**src/rtl/lcd_timing_pkg.sv**
```systemverilog
`default_nettype none
// ============================================================================
// Module      : lcd_timing_pkg
// Description : Panel IDs, per-mode RGB LCD timing constants, coordinate width
//               and the ID-to-mode decode shared by the LCD driver files.
// Revision    : 1.0 - initial release
// ============================================================================
package lcd_timing_pkg;

  localparam int COORD_W = 11;

  localparam logic [15:0] ID_4342 = 16'h4342;
  localparam logic [15:0] ID_7084 = 16'h7084;
  localparam logic [15:0] ID_7016 = 16'h7016;

  typedef enum logic [1:0] {
    MODE_4342 = 2'd0,
    MODE_7084 = 2'd1,
    MODE_7016 = 2'd2
  } lcd_mode_t;

  typedef struct packed {
    logic [COORD_W-1:0] h_sync;
    logic [COORD_W-1:0] h_back;
    logic [COORD_W-1:0] h_disp;
    logic [COORD_W-1:0] h_front;
    logic [COORD_W-1:0] h_total;
    logic [COORD_W-1:0] v_sync;
    logic [COORD_W-1:0] v_back;
    logic [COORD_W-1:0] v_disp;
    logic [COORD_W-1:0] v_front;
    logic [COORD_W-1:0] v_total;
  } lcd_timing_t;

  // 480x272
  localparam logic [COORD_W-1:0] H_SYNC_4342  = 11'd41;
  localparam logic [COORD_W-1:0] H_BACK_4342  = 11'd2;
  localparam logic [COORD_W-1:0] H_DISP_4342  = 11'd480;
  localparam logic [COORD_W-1:0] H_FRONT_4342 = 11'd2;
  localparam logic [COORD_W-1:0] H_TOTAL_4342 = 11'd525;
  localparam logic [COORD_W-1:0] V_SYNC_4342  = 11'd10;
  localparam logic [COORD_W-1:0] V_BACK_4342  = 11'd2;
  localparam logic [COORD_W-1:0] V_DISP_4342  = 11'd272;
  localparam logic [COORD_W-1:0] V_FRONT_4342 = 11'd2;
  localparam logic [COORD_W-1:0] V_TOTAL_4342 = 11'd286;

  // 800x480
  localparam logic [COORD_W-1:0] H_SYNC_7084  = 11'd128;
  localparam logic [COORD_W-1:0] H_BACK_7084  = 11'd88;
  localparam logic [COORD_W-1:0] H_DISP_7084  = 11'd800;
  localparam logic [COORD_W-1:0] H_FRONT_7084 = 11'd40;
  localparam logic [COORD_W-1:0] H_TOTAL_7084 = 11'd1056;
  localparam logic [COORD_W-1:0] V_SYNC_7084  = 11'd2;
  localparam logic [COORD_W-1:0] V_BACK_7084  = 11'd33;
  localparam logic [COORD_W-1:0] V_DISP_7084  = 11'd480;
  localparam logic [COORD_W-1:0] V_FRONT_7084 = 11'd10;
  localparam logic [COORD_W-1:0] V_TOTAL_7084 = 11'd525;

  // 1024x600
  localparam logic [COORD_W-1:0] H_SYNC_7016  = 11'd20;
  localparam logic [COORD_W-1:0] H_BACK_7016  = 11'd140;
  localparam logic [COORD_W-1:0] H_DISP_7016  = 11'd1024;
  localparam logic [COORD_W-1:0] H_FRONT_7016 = 11'd160;
  localparam logic [COORD_W-1:0] H_TOTAL_7016 = 11'd1344;
  localparam logic [COORD_W-1:0] V_SYNC_7016  = 11'd3;
  localparam logic [COORD_W-1:0] V_BACK_7016  = 11'd20;
  localparam logic [COORD_W-1:0] V_DISP_7016  = 11'd600;
  localparam logic [COORD_W-1:0] V_FRONT_7016 = 11'd12;
  localparam logic [COORD_W-1:0] V_TOTAL_7016 = 11'd635;

  localparam lcd_timing_t T_4342 = '{H_SYNC_4342, H_BACK_4342, H_DISP_4342,
                                     H_FRONT_4342, H_TOTAL_4342, V_SYNC_4342,
                                     V_BACK_4342, V_DISP_4342, V_FRONT_4342,
                                     V_TOTAL_4342};
  localparam lcd_timing_t T_7084 = '{H_SYNC_7084, H_BACK_7084, H_DISP_7084,
                                     H_FRONT_7084, H_TOTAL_7084, V_SYNC_7084,
                                     V_BACK_7084, V_DISP_7084, V_FRONT_7084,
                                     V_TOTAL_7084};
  localparam lcd_timing_t T_7016 = '{H_SYNC_7016, H_BACK_7016, H_DISP_7016,
                                     H_FRONT_7016, H_TOTAL_7016, V_SYNC_7016,
                                     V_BACK_7016, V_DISP_7016, V_FRONT_7016,
                                     V_TOTAL_7016};

  // Unknown panel IDs fall back to the smallest (480x272) timing set.
  function automatic lcd_mode_t mode_from_id(input logic [15:0] id);
    case (id)
      ID_7084: mode_from_id = MODE_7084;
      ID_7016: mode_from_id = MODE_7016;
      default: mode_from_id = MODE_4342;
    endcase
  endfunction

endpackage
`default_nettype wire

```
**src/rtl/lcd_timing_lut.sv**
```systemverilog
`default_nettype none
// ============================================================================
// Module      : lcd_timing_lut
// Description : Combinational lookup from the latched panel mode to its full
//               timing set, plus the active resolution.
// Revision    : 1.0 - initial release
// ============================================================================
module lcd_timing_lut
  import lcd_timing_pkg::*;
(
  input  lcd_mode_t          mode,
  output lcd_timing_t        timing,
  output logic [COORD_W-1:0] h_disp,
  output logic [COORD_W-1:0] v_disp
);

  // Select the timing set for the latched mode.
  always_comb begin
    timing = T_4342;
    case (mode)
      MODE_7084: timing = T_7084;
      MODE_7016: timing = T_7016;
      default:   timing = T_4342;
    endcase
  end

  assign h_disp = timing.h_disp;
  assign v_disp = timing.v_disp;

endmodule
`default_nettype wire

```
**src/rtl/lcd_driver.sv**
```systemverilog
`default_nettype none
// ============================================================================
// Module      : lcd_driver
// Description : RGB-parallel LCD timing generator. Counts pixels/lines,
//               latches the panel mode at frame boundaries, and decodes
//               HSYNC/VSYNC/DE plus a one-cycle-early pixel request.
// Revision    : 1.0 - initial release
// ============================================================================
module lcd_driver
  import lcd_timing_pkg::*;
(
  input  logic               lcd_pclk,
  input  logic               rst,
  input  logic [15:0]        lcd_id,
  input  logic [23:0]        pixel_data,
  output logic [COORD_W-1:0] pixel_xpos,
  output logic [COORD_W-1:0] pixel_ypos,
  output logic [COORD_W-1:0] h_disp,
  output logic [COORD_W-1:0] v_disp,
  output logic               lcd_hs,
  output logic               lcd_vs,
  output logic               lcd_de,
  output logic [23:0]        lcd_rgb,
  output logic               lcd_bl,
  output logic               frame_start
);

  lcd_mode_t          r_mode;
  lcd_timing_t        w_t;
  logic [COORD_W-1:0] r_h_cnt;
  logic [COORD_W-1:0] r_v_cnt;
  logic               w_h_last;
  logic               w_v_last;
  logic [COORD_W-1:0] w_h_start;
  logic [COORD_W-1:0] w_h_end;
  logic [COORD_W-1:0] w_v_start;
  logic [COORD_W-1:0] w_v_end;
  logic               w_h_act;
  logic               w_h_req;
  logic               w_v_act;
  logic               w_unused_front;

  lcd_timing_lut u_lut (
    .mode   (r_mode),
    .timing (w_t),
    .h_disp (h_disp),
    .v_disp (v_disp)
  );

  // Front porches are already folded into the totals.
  assign w_unused_front = ^{w_t.h_front, w_t.v_front};

  assign w_h_last  = (r_h_cnt == w_t.h_total - 11'd1);
  assign w_v_last  = (r_v_cnt == w_t.v_total - 11'd1);
  assign w_h_start = w_t.h_sync + w_t.h_back;
  assign w_h_end   = w_h_start + w_t.h_disp;
  assign w_v_start = w_t.v_sync + w_t.v_back;
  assign w_v_end   = w_v_start + w_t.v_disp;

  // Mode only changes on reset or the last cycle of a frame, so a frame
  // always runs to completion with a single timing set.
  always_ff @(posedge lcd_pclk) begin
    if (rst || (w_h_last && w_v_last)) begin
      r_mode <= mode_from_id(lcd_id);
    end
  end

  // Pixel and line counters; both wrap together at frame end.
  always_ff @(posedge lcd_pclk) begin
    if (rst) begin
      r_h_cnt <= '0;
      r_v_cnt <= '0;
    end else if (w_h_last) begin
      r_h_cnt <= '0;
      r_v_cnt <= w_v_last ? '0 : r_v_cnt + 11'd1;
    end else begin
      r_h_cnt <= r_h_cnt + 11'd1;
    end
  end

  // Backlight turns on once reset is released.
  always_ff @(posedge lcd_pclk) begin
    if (rst) begin
      lcd_bl <= 1'b0;
    end else begin
      lcd_bl <= 1'b1;
    end
  end

  // Sync/DE decode; the request window leads DE by one cycle so a registered
  // pixel source lines up with DE.
  always_comb begin
    w_h_act     = (r_h_cnt >= w_h_start) && (r_h_cnt < w_h_end);
    w_h_req     = (r_h_cnt >= w_h_start - 11'd1) && (r_h_cnt < w_h_end - 11'd1);
    w_v_act     = (r_v_cnt >= w_v_start) && (r_v_cnt < w_v_end);
    lcd_hs      = (r_h_cnt >= w_t.h_sync);
    lcd_vs      = (r_v_cnt >= w_t.v_sync);
    lcd_de      = w_h_act && w_v_act;
    lcd_rgb     = lcd_de ? pixel_data : 24'h0;
    frame_start = (r_h_cnt == '0) && (r_v_cnt == '0) && !rst;
    pixel_xpos  = '0;
    pixel_ypos  = '0;
    if (w_h_req && w_v_act) begin
      pixel_xpos = r_h_cnt - (w_h_start - 11'd1);
      pixel_ypos = r_v_cnt - w_v_start;
    end
  end

endmodule
`default_nettype wire

```
**config.mk**
```make
export PLATFORM = sky130hd
export DESIGN_NAME = lcd_driver
export DESIGN_NICKNAME = d
export VERILOG_FILES = /design/src/rtl/lcd_timing_pkg.sv /design/src/rtl/lcd_timing_lut.sv /design/src/rtl/lcd_driver.sv
export SDC_FILE = /design/constraint.sdc
export NUM_CORES = 1
export LEC_CHECK = 0
export BUFFER_PORTS_ARGS = -buffer_cell sky130_fd_sc_hd__buf_4
export CAP_MARGIN = 10
export CELL_PAD_IN_SITES_DETAIL_PLACEMENT = 1
export CELL_PAD_IN_SITES_GLOBAL_PLACEMENT = 1
export CORE_ASPECT_RATIO = 0.7
export CORE_MARGIN = 2
export CORE_UTILIZATION = 44
export DETAILED_ROUTE_END_ITERATION = 16
export PLACE_DENSITY_LB_ADDON = 0.1
export SLEW_MARGIN = 20
export SYNTH_ARGS = -nofsm -noshare
export SYNTH_HDL_FRONTEND = slang
export SYNTH_HIERARCHICAL = 1
export SYNTH_SLANG_ARGS = --single-unit
```
**constraint.sdc**
```tcl
create_clock -name lcd_pclk -period 8.8 [get_ports lcd_pclk]
set_clock_uncertainty 0.05 [all_clocks]
set_input_delay 1.76 -clock lcd_pclk [delete_from_list [all_inputs] [get_ports lcd_pclk]]
set_output_delay 1.76 -clock lcd_pclk [all_outputs]
set_load 0.05 [all_outputs]
```
==> summary.md <==
Setup slack closes at 0.511 ns. The run gives 6,924 as the number of global-route vias before repair. The kind of cell with the highest combined delay on the critical path is adder cells.

The cell area power density came out at 121 nW/um2. The worst hold path terminates at r_v_cnt[0]. The finished cells cover 8290 um2. The tools report the clock tree buffer depth as 2. For the worst slew slack as a fraction of its limit, the log shows 32.6%. The worst endpoint data arrival time was 6.48 ns. In this run the clock root is driven by a sky130_fd_sc_hd__clkbuf_16. The run finished with clean final reports. The upper clock frequency limit was 121 MHz; the number of failing setup endpoints in the final timing report was 0. The post-synthesis area per instance is 7.56 um2, and the post-route clock period utilization is 94.2%.

The slowest stage of the critical path belongs to the cell sky130_fd_sc_hd__ha_1. Largest net degree at the start of global routing: 30. The maximum level of the CTS H-tree is 1, and the final HPWL from detailed placement is 19,600 um. The register clock-pin slew on the reported worst setup and hold paths is 0.07 ns, and the core area is 17,200 um2. Once placement finished, the instance area stood at 8200 um2. Along the worst path, the maximum fanout reaches 25.

The number of failing hold endpoints at the final stage was 0; the final wirelength was 24,000 um. The tool flagged a number of max-cap violations equal to 0. After global routing the overflow that remains totals 0. Setup repair after global routing left no endpoint under its margin. The beginning of the critical path was r_mode[0]. IR analysis of the VDD net gives a maximum drop of 0.0000581 V. STA classifies the critical path endpoint as an output port.

The floorplan step set the die width to 163 um. Once the floorplan was initialized, standard cells occupied 45.1% of the core. The number of gates resized after CTS was 0. TritonCTS built the clock tree.

Before antenna repair, the detailed router went through 5 iterations. The fraction of layout instances using a drive strength above 1 came out at 12.5%. Measured in cells, the most critical reg-to-reg path has a length of 12.

The tools report the start point of the worst hold path as r_v_cnt[0]. The detailed router finished its first iteration with 415 violations. The required time at the worst-slack endpoint is 6.99 ns.

The number of sinks handled by clock tree synthesis is 25. Walking the worst path, the cells encountered are inv_1 -> ha_1 -> inv_1 -> ha_1 -> nand3_1 -> o211ai_1 -> nor2_1 -> xor2_1 -> inv_1 -> ha_1 -> or3_1 -> o21ai_0 -> nor3_1 -> nand3b_1 -> xor2_1 -> ha_1 -> a221oi_1 -> nand4_1 -> o21ai_0 -> o21ai_1 -> buf_4 -> nor4b_1 -> buf_4. The area added between synthesis and finish is 6.67%, and the setup total negative slack is 0 ns. The detail route stage leaves a number of antenna-violating nets equal to 0.

For the total of hold buffers inserted after clock tree synthesis, the log shows 0. The total power after layout is 0.00100 W. The die is 115 um tall. The critical path is of the flop to output port type. Path type of the worst min-delay path: flop to flop. Worst hold path cell count: 2.

In this run the core area contains 40 standard-cell rows. Number of I/O port buffers: 105. The measured slew at the worst slew-check pin works out to 1.01 ns. The cell count after synthesis came out at 1,027.

Global routing used 25.5% of the available tracks across all layers. Counting both buffers and inverters, the worst setup path holds a total of 5. Post-CTS timing repair inserted 0 buffers for setup. Via density per instance: 5.70. The wire length of the first global-routing pass is 37,800 um. The post-layout minimum cycle time is 8.29 ns. The final routed wire length divided by cell count works out to 18.6 um. Buffers inserted during clock tree synthesis total 3. For the total number of yosys warnings, the log shows 6. The antenna diode instance count was 0; the final net count was 1,247. The top-level I/O count was 115.

The startpoint identified for the worst register-to-register timing path is r_mode[0]. The leakage component of the power came out at 3.84 nW. The worst register-to-register path ends at r_v_cnt[6].

Detailed routing inserted a total of 7,370 vias. The run gives 0 as the number of antenna violations at the first check in global routing. By instance count, the cell type seen most on the critical path is sky130_fd_sc_hd__ha_1. In this design, the stage delay of the slowest critical-path cell is 0.69 ns. STA classifies the critical path startpoint as a flop. Routability-driven placement finished with a final weighted congestion of 0.898. The tightest hold path in the finished design has a slack of 0.542 ns. The tools report the insertion delay of the later-clocked pin in the worst-skew pair as 0.27 ns. The cell area that synthesis handed to floorplanning was 7770 um2. The tools report the floorplan die area as 18,800 um2. The logs give 0.849 ns for the worst slack at placement and 0 for the final count of pins violating max slew. For flop-to-flop paths, the worst setup slack is 4.42 ns.

The number of design rule violations left after detail routing is 0.
layer usage:
layer  wire length (um)  global-route usage [%]  part of all wire [%]
met1              13000                    40.7                    54
met2               8960                    36.0                    37
met3               1900                    4.65                   7.9
met4                 96                    2.06                  0.40
met5                  0                       0                     0
sequential cells by signal, summed over array words and instances (netlist names):
| signal | cells |
|---|---|
| r_mode | 2 |
| r_v_cnt | 11 |
| r_h_cnt | 11 |
| lcd_bl | 1 |
worst register-to-register path, delay by kind of cell, from the launching register on:
family / cells / cell delay, ns
and+or+nand+nor: 4 / 1.46
AOI/OAI and AO/OA: 3 / 0.88
buffers and inverters: 3 / 0.58
DFF: 1 / 0.39
adders and majority gates: 2 / 0.97
where the power goes:
group | internal [W] | total [W] | switching, W | leakage, nW
combinational | 0.000305 | 0.000767 | 0.000462 | 3.59
sequential | 0.000116 | 0.000122 | 0.00000569 | 0.205
clock | 0.0000623 | 0.000111 | 0.0000491 | 0.0414
through the flow:
stage | std cells | utilization [%]
after global placement | 1288 | 47.6
after global routing | 1292 | 48.1
after floorplan | 1074 | -
after detailed placement | 1288 | 47.6
final | 1292 | 48.1
after CTS | 1292 | 48.1
placed cells by master, fill, tap and decap left out, drive strengths merged, types with 23 or more instances in the layout:
cell type	instances
inv	93
nor2	59
nand2	35
xor2	36
ha	137
nor4	23
conb	49
buf	115
xnor2	51
nand3	24
o21ai	37
a21oi	46
nor3	48
dfxtp	23
nor4b	31
final cells by class:
cell class	count	area (um2)
inverters	92	345
fillers	2223	8930
repair buffers	115	863
clock inverters	1	6.26
multi-input cells	825	6190
flip-flops and latches	25	520
clock buffers	3	75.1
well taps	231	289
how the worst max path moves through the flow:
| stage | slack, ns | depth (start not counted) | to |
|---|---|---|---|
| 6_report | 0.51 | 23 | lcd_rgb[17] |
| 5_1_grt | 0.02 | 23 | lcd_rgb[7] |
| 4_1_cts | 0.53 | 22 | pixel_xpos[2] |
| 3_5_place_dp | 0.85 | 21 | pixel_xpos[2] |
| 3_3_place_gp | 0.97 | 22 | lcd_rgb[4] |
| 2_1_floorplan | 0.23 | 23 | lcd_rgb[16] |
Note: power is estimated with default switching activity, not from simulation.
